File: config.mk
export PLATFORM = sky130hd
export DESIGN_NAME = alu_operand_entry
export DESIGN_NICKNAME = d
export VERILOG_FILES = /design/src/rtl/alu_operand_entry.sv
export SDC_FILE = /design/constraint.sdc
export NUM_CORES = 1
export LEC_CHECK = 0
export BUFFER_PORTS_ARGS = -buffer_cell sky130_fd_sc_hd__buf_2
export CAP_MARGIN = 15
export CORE_MARGIN = 1.5
export CORE_UTILIZATION = 55
export DETAILED_ROUTE_END_ITERATION = 12
export MAX_ROUTING_LAYER = met4
export PLACE_DENSITY = 0.75
export SLEW_MARGIN = 0
export SYNTH_ARGS = -nofsm -noshare
export SYNTH_HDL_FRONTEND = slang
export SYNTH_SLANG_ARGS = --single-unit
export TNS_END_PERCENT = 100
File: constraint.sdc
create_clock -name clk -period 1.7 [get_ports clk]
set_input_delay 0.425 -clock clk [delete_from_list [all_inputs] [get_ports clk]]
set_output_delay 0.425 -clock clk [all_outputs]
set_load 0.03 [all_outputs]
File: src/rtl/alu_operand_entry.sv
// rtl/alu_operand_entry.sv - debounced button entry of ALU operands with a valid/ready issue port
module alu_operand_entry #(
  parameter int DEBOUNCE_CYCLES = 240000
) (
  input  logic       clk,
  input  logic       rst_n,
  input  logic       btn_a,
  input  logic       btn_b,
  input  logic       btn_op,
  input  logic       btn_go,
  output logic       operand_a,
  output logic       operand_b,
  output logic [1:0] option,
  output logic       issue_valid,
  input  logic       issue_ready,
  output logic [7:0] issue_count,
  output logic       busy
);

  localparam int CW = $clog2(DEBOUNCE_CYCLES + 1);
  localparam logic [CW-1:0] CNT_LAST = CW'(DEBOUNCE_CYCLES - 1);

  typedef enum logic {
    ENTRY = 1'b0,
    ISSUE = 1'b1
  } state_t;

  state_t state;

  // Bit order shared by all per-button vectors: {go, op, b, a}
  logic [3:0]    btn_raw;
  logic [3:0]    sync1;
  logic [3:0]    sync2;
  logic [3:0]    level;
  logic [3:0]    level_d;
  logic [3:0]    press;
  logic [CW-1:0] cnt [4];

  assign btn_raw = {btn_go, btn_op, btn_b, btn_a};
  assign press   = level & ~level_d;

  always_ff @(posedge clk or negedge rst_n) begin
    if (!rst_n) begin
      sync1   <= '0;
      sync2   <= '0;
      level   <= '0;
      level_d <= '0;
      for (int i = 0; i < 4; i++) cnt[i] <= '0;
    end else begin
      sync1   <= btn_raw;
      sync2   <= sync1;
      level_d <= level;
      for (int i = 0; i < 4; i++) begin
        if (sync2[i] != level[i]) begin
          if (cnt[i] == CNT_LAST) begin
            level[i] <= sync2[i];
            cnt[i]   <= '0;
          end else begin
            cnt[i] <= cnt[i] + 1'b1;
          end
        end else begin
          cnt[i] <= '0;
        end
      end
    end
  end

  // Payload is only editable in ENTRY; presses arriving during ISSUE are dropped.
  always_ff @(posedge clk or negedge rst_n) begin
    if (!rst_n) begin
      state       <= ENTRY;
      operand_a   <= 1'b0;
      operand_b   <= 1'b0;
      option      <= 2'd0;
      issue_valid <= 1'b0;
      issue_count <= 8'd0;
      busy        <= 1'b0;
    end else begin
      case (state)
        ENTRY: begin
          if (press[0]) operand_a <= ~operand_a;
          if (press[1]) operand_b <= ~operand_b;
          if (press[2]) option    <= option + 2'd1;
          if (press[3]) begin
            state       <= ISSUE;
            issue_valid <= 1'b1;
            busy        <= 1'b1;
          end
        end
        ISSUE: begin
          if (issue_ready) begin
            state       <= ENTRY;
            issue_valid <= 1'b0;
            busy        <= 1'b0;
            issue_count <= issue_count + 8'd1;
          end
        end
        default: begin
          state       <= ENTRY;
          issue_valid <= 1'b0;
          busy        <= 1'b0;
        end
      endcase
    end
  end

endmodule

==> results.sh <==
export IMPL_design_core_area_mm2=0.00826
export IMPL_drive_gt1_share_pct=21.5
export IMPL_hold_start="btn_a"
export IMPL_yosys_warnings=0
export IMPL_synthArstFlopShare_pct=100
export IMPL_met2_length_um=4670
export IMPL_hp_class="in -> reg"
export IMPL_rr_worst_depth=6
export IMPL_cts_tree="yes"
export IMPL_htreeDepth=3
export IMPL_io_pins=21
export IMPL_drtIter0Drc=109
export IMPL_cpPeakStageDelay_ps=430
export IMPL_clock_root_buffer="clkbuf_8"
export IMPL_hold_viol=0
export IMPL_relSlewSlack_pct=68.1
export IMPL_muxShareOfSynthArea_pct=1.62
export IMPL_placement_cell_area_mm2=0.00522
export IMPL_synth_top_family_by_area="simple AND/OR/NAND/NOR gates"
export IMPL_crit_family="compound AO/OA/AOI/OAI gates"
export IMPL_wl_per_cell_um=14.7
export IMPL_regArea_mm2=0.00255
export IMPL_synth_xor_area_share_pct=13.2
export IMPL_drt_met1_wl_um=4080
export IMPL_whs_path_depth=1
export IMPL_die_area_mm2=0.00913
export IMPL_drtPass1Iterations=4
export IMPL_cts_max_path_buffers=2
export IMPL_synth_area_top_cells="dfrtp_1, xnor2_1, nor2_1"
export IMPL_start_util_pct=57.0
export IMPL_cp_data_required_time_ps=1950
export IMPL_rsz0062_at_grt="true"
export IMPL_fp_row_count=33
export IMPL_grt_max_degree=48
export IMPL_port_buffers=20
export IMPL_fin_skew_ps=12.1
export IMPL_syn_area_mm2=0.00471
export IMPL_fillers=628
export IMPL_maxSlewViolCount=0
export IMPL_r2r_start="cnt[36]"
export IMPL_power_density_mw_per_mm2=772
export IMPL_fp_dieW_um=95.5
export IMPL_gp_congestion=0.901
export IMPL_reg2reg_slack_ps=10
export IMPL_leakage_uw=0.00240
export IMPL_crit_slowest_cell="o41ai_4"
export IMPL_path_clk_slew_ps=90
export IMPL_nets=527
export IMPL_antenna_found_initial=0
export IMPL_clock_sinks=102
export IMPL_timing_rr_end="cnt[43]"
export IMPL_grtUsageTotal_pct=22.5
export IMPL_setup_ws_ps=13.3
export IMPL_max_cap_violations=0
export IMPL_total_power_uw=4300
export IMPL_synth_simple_area_share_pct=23.9
export IMPL_worst_endpoint_arrival_ps=1930
export IMPL_fin_crit_ps=1690
export IMPL_grt_pass1_wl_um=15600
export IMPL_synth_cell_type_count=42
export IMPL_crit_type="reg -> reg"
export IMPL_worst_path_max_fanout=6
export IMPL_synth_seq_area_share_pct=54.2
export IMPL_hpwl_um=6340
export IMPL_ys_flop_type="dfrtp_1"
export IMPL_max_vdd_ir_drop_mv=0.483
export IMPL_crit_path_start_kind="register"
export IMPL_antenna_cells=0
export IMPL_synth_edff_count=0
export IMPL_syn_num_nets=458
export IMPL_routed_top_layer="met4"
export IMPL_numCtsBuffers=9
export IMPL_vias=3532
export IMPL_overflow=0
export IMPL_cp_end_kind="register"
export IMPL_path_buf_inv=1
export IMPL_setup_viol=0
export IMPL_synth_fa_ha_area_share_pct=1.33
export IMPL_synth_cells=446
export IMPL_place_ws_ps=-64.1
export IMPL_final_util_pct=67.4
export IMPL_drc_errors=0
export IMPL_fin_area_mm2=0.00556
export IMPL_syn2layout_area_growth_pct=18.1
export IMPL_multi_input_area_mm2=0.00214
export IMPL_avgSynthCellArea_um2=10.6
export IMPL_wl_met3_um=308
export IMPL_ys_ff_latch=102
export IMPL_placed_cells=601
export IMPL_yosysTopAreaCellShare_pct=54.2
export IMPL_synth_top_area_cell="dfrtp_1"
export IMPL_clock_latency_ps=360
export IMPL_final_period_utilization_pct=99.2
export IMPL_grt_pass1_vias=3552
export IMPL_fin_cells=625
export IMPL_die_height_um=95.5
export IMPL_hold_end="sync1[0]"
export IMPL_synth_compound_area_share_pct=3.72
export IMPL_vias_per_cell=5.65
export IMPL_fmax_mhz=593
export IMPL_crit_chain="ha_2 > nand3_2 > or2_4 > o41ai_4 > buf_6 > nor2_1"
export IMPL_ant_nets=0
export IMPL_wirelength_um=9180
export IMPL_max_slew_worst_pin_slew_ps=476
export IMPL_status="completed"
[registers in the layout (all words and copies together) (netlist names)]
| name | count |
|---|---|
| cnt | 72 |
| busy | 1 |
| sync1 | 4 |
| sync2 | 4 |
| issue_count | 8 |
| state | 1 |
| option | 2 |
| operand_a | 1 |
| level | 4 |
| level_d | 4 |
| operand_b | 1 |
[worst max path at each step]
| stage | startpoint | cells past startpoint | slack [ps] | end |
|---|---|---|---|---|
| after floorplan | cnt[36] | 5 | -70 | level[1] |
| final | cnt[36] | 6 | 10 | cnt[43] |
| after global routing | cnt[36] | 6 | -100 | cnt[47] |
| after global placement | cnt[53] | 5 | 20 | cnt[44] |
| after detailed placement | cnt[36] | 5 | -60 | level[1] |
| after CTS | cnt[36] | 6 | 6 | cnt[47] |
[worst register-to-register path, stage by stage (launching register included)]
cell     delay, ps
dfrtp_1        360
ha_2           190
nand3_2         70
or2_4          260
o41ai_4        430
buf_6          210
nor2_1          60
[metal layers]
metal | vias up | track usage (%)
met5 | - | -
met1 | 1753 | 27.1
li1 | 1703 | -
met3 | 14 | 5.90
met4 | 0 | 5.88
met2 | 62 | 37.6
[layout by cell type (no fill, tap or decap), types with 5 or more instances in the layout]
cell type and n:
mux2_2 5, clkbuf_8 11, nor3_1 9, nand3_1 31
dfrtp_1 101, nand2_1 23, buf_2 19, inv_1 11
a21oi_1 7, xor2_1 23, nand4_1 28, buf_4 44
xnor2_1 48, nor2_1 66, and3_1 8, nor4_1 19
[cells in the mapped netlist, types with 2 or more instances]
library cell / instances
a21oi_1: 8
a31o_2: 3
and2_1: 2
and3_1: 8
and4_1: 3
buf_2: 4
clkbuf_1: 4
dfrtp_1: 102
ha_1: 5
inv_1: 11
mux2_2: 5
mux2i_1: 2
nand2_1: 23
nand3_1: 32
nand4_1: 28
nor2_1: 72
nor3_1: 9
nor4_1: 20
nor4b_1: 3
nor4bb_1: 2
o21ai_0: 3
o31ai_1: 2
or3_1: 5
or4_1: 3
xnor2_1: 48
xor2_1: 23
[kinds of logic after synthesis]
kind of cell	Yosys count
buffers and inverters	21
AND/OR/NAND/NOR	217
adder cells (fa/ha/maj)	5
multiplexers	7
flip-flops	102
XOR/XNOR	71
AO/OA/AOI/OAI	23
[cell type report]
class	count	share of cell area, %
Tap cell	105	2.36
Sequential cell	102	45.9
Clock buffer	13	2.86
Inverter	11	0.742
Timing Repair Buffer	68	8.95
Clock inverter	3	0.765
Multi-Input combinational cell	323	38.4
[stage by stage]
stage          hold slack (ps)  TNS [ps]
6_report                   164         0
3_5_place_dp               301      -401
5_1_grt                    136     -1480
4_1_cts                    157         0
2_1_floorplan              129      -792
3_3_place_gp               300         0
[power by group]
| group | internal [µW] | switching [µW] |
|---|---|---|
| sequential | 2460 | 37.3 |
| clock | 761 | 789 |
| combinational | 95.1 | 149 |
[timing repair]
action / 4_1_cts / 5_1_grt
pin swaps: 4 / 11
setup buffers: 1 / 5
hold buffers: 1 / 0
endpoints found under the setup margin: 12 / 61
resized for setup: 3 / 18
cloned: 1 / 0
endpoints found under the hold margin: 12 / 0
Power figures use the tool's default switching activity.
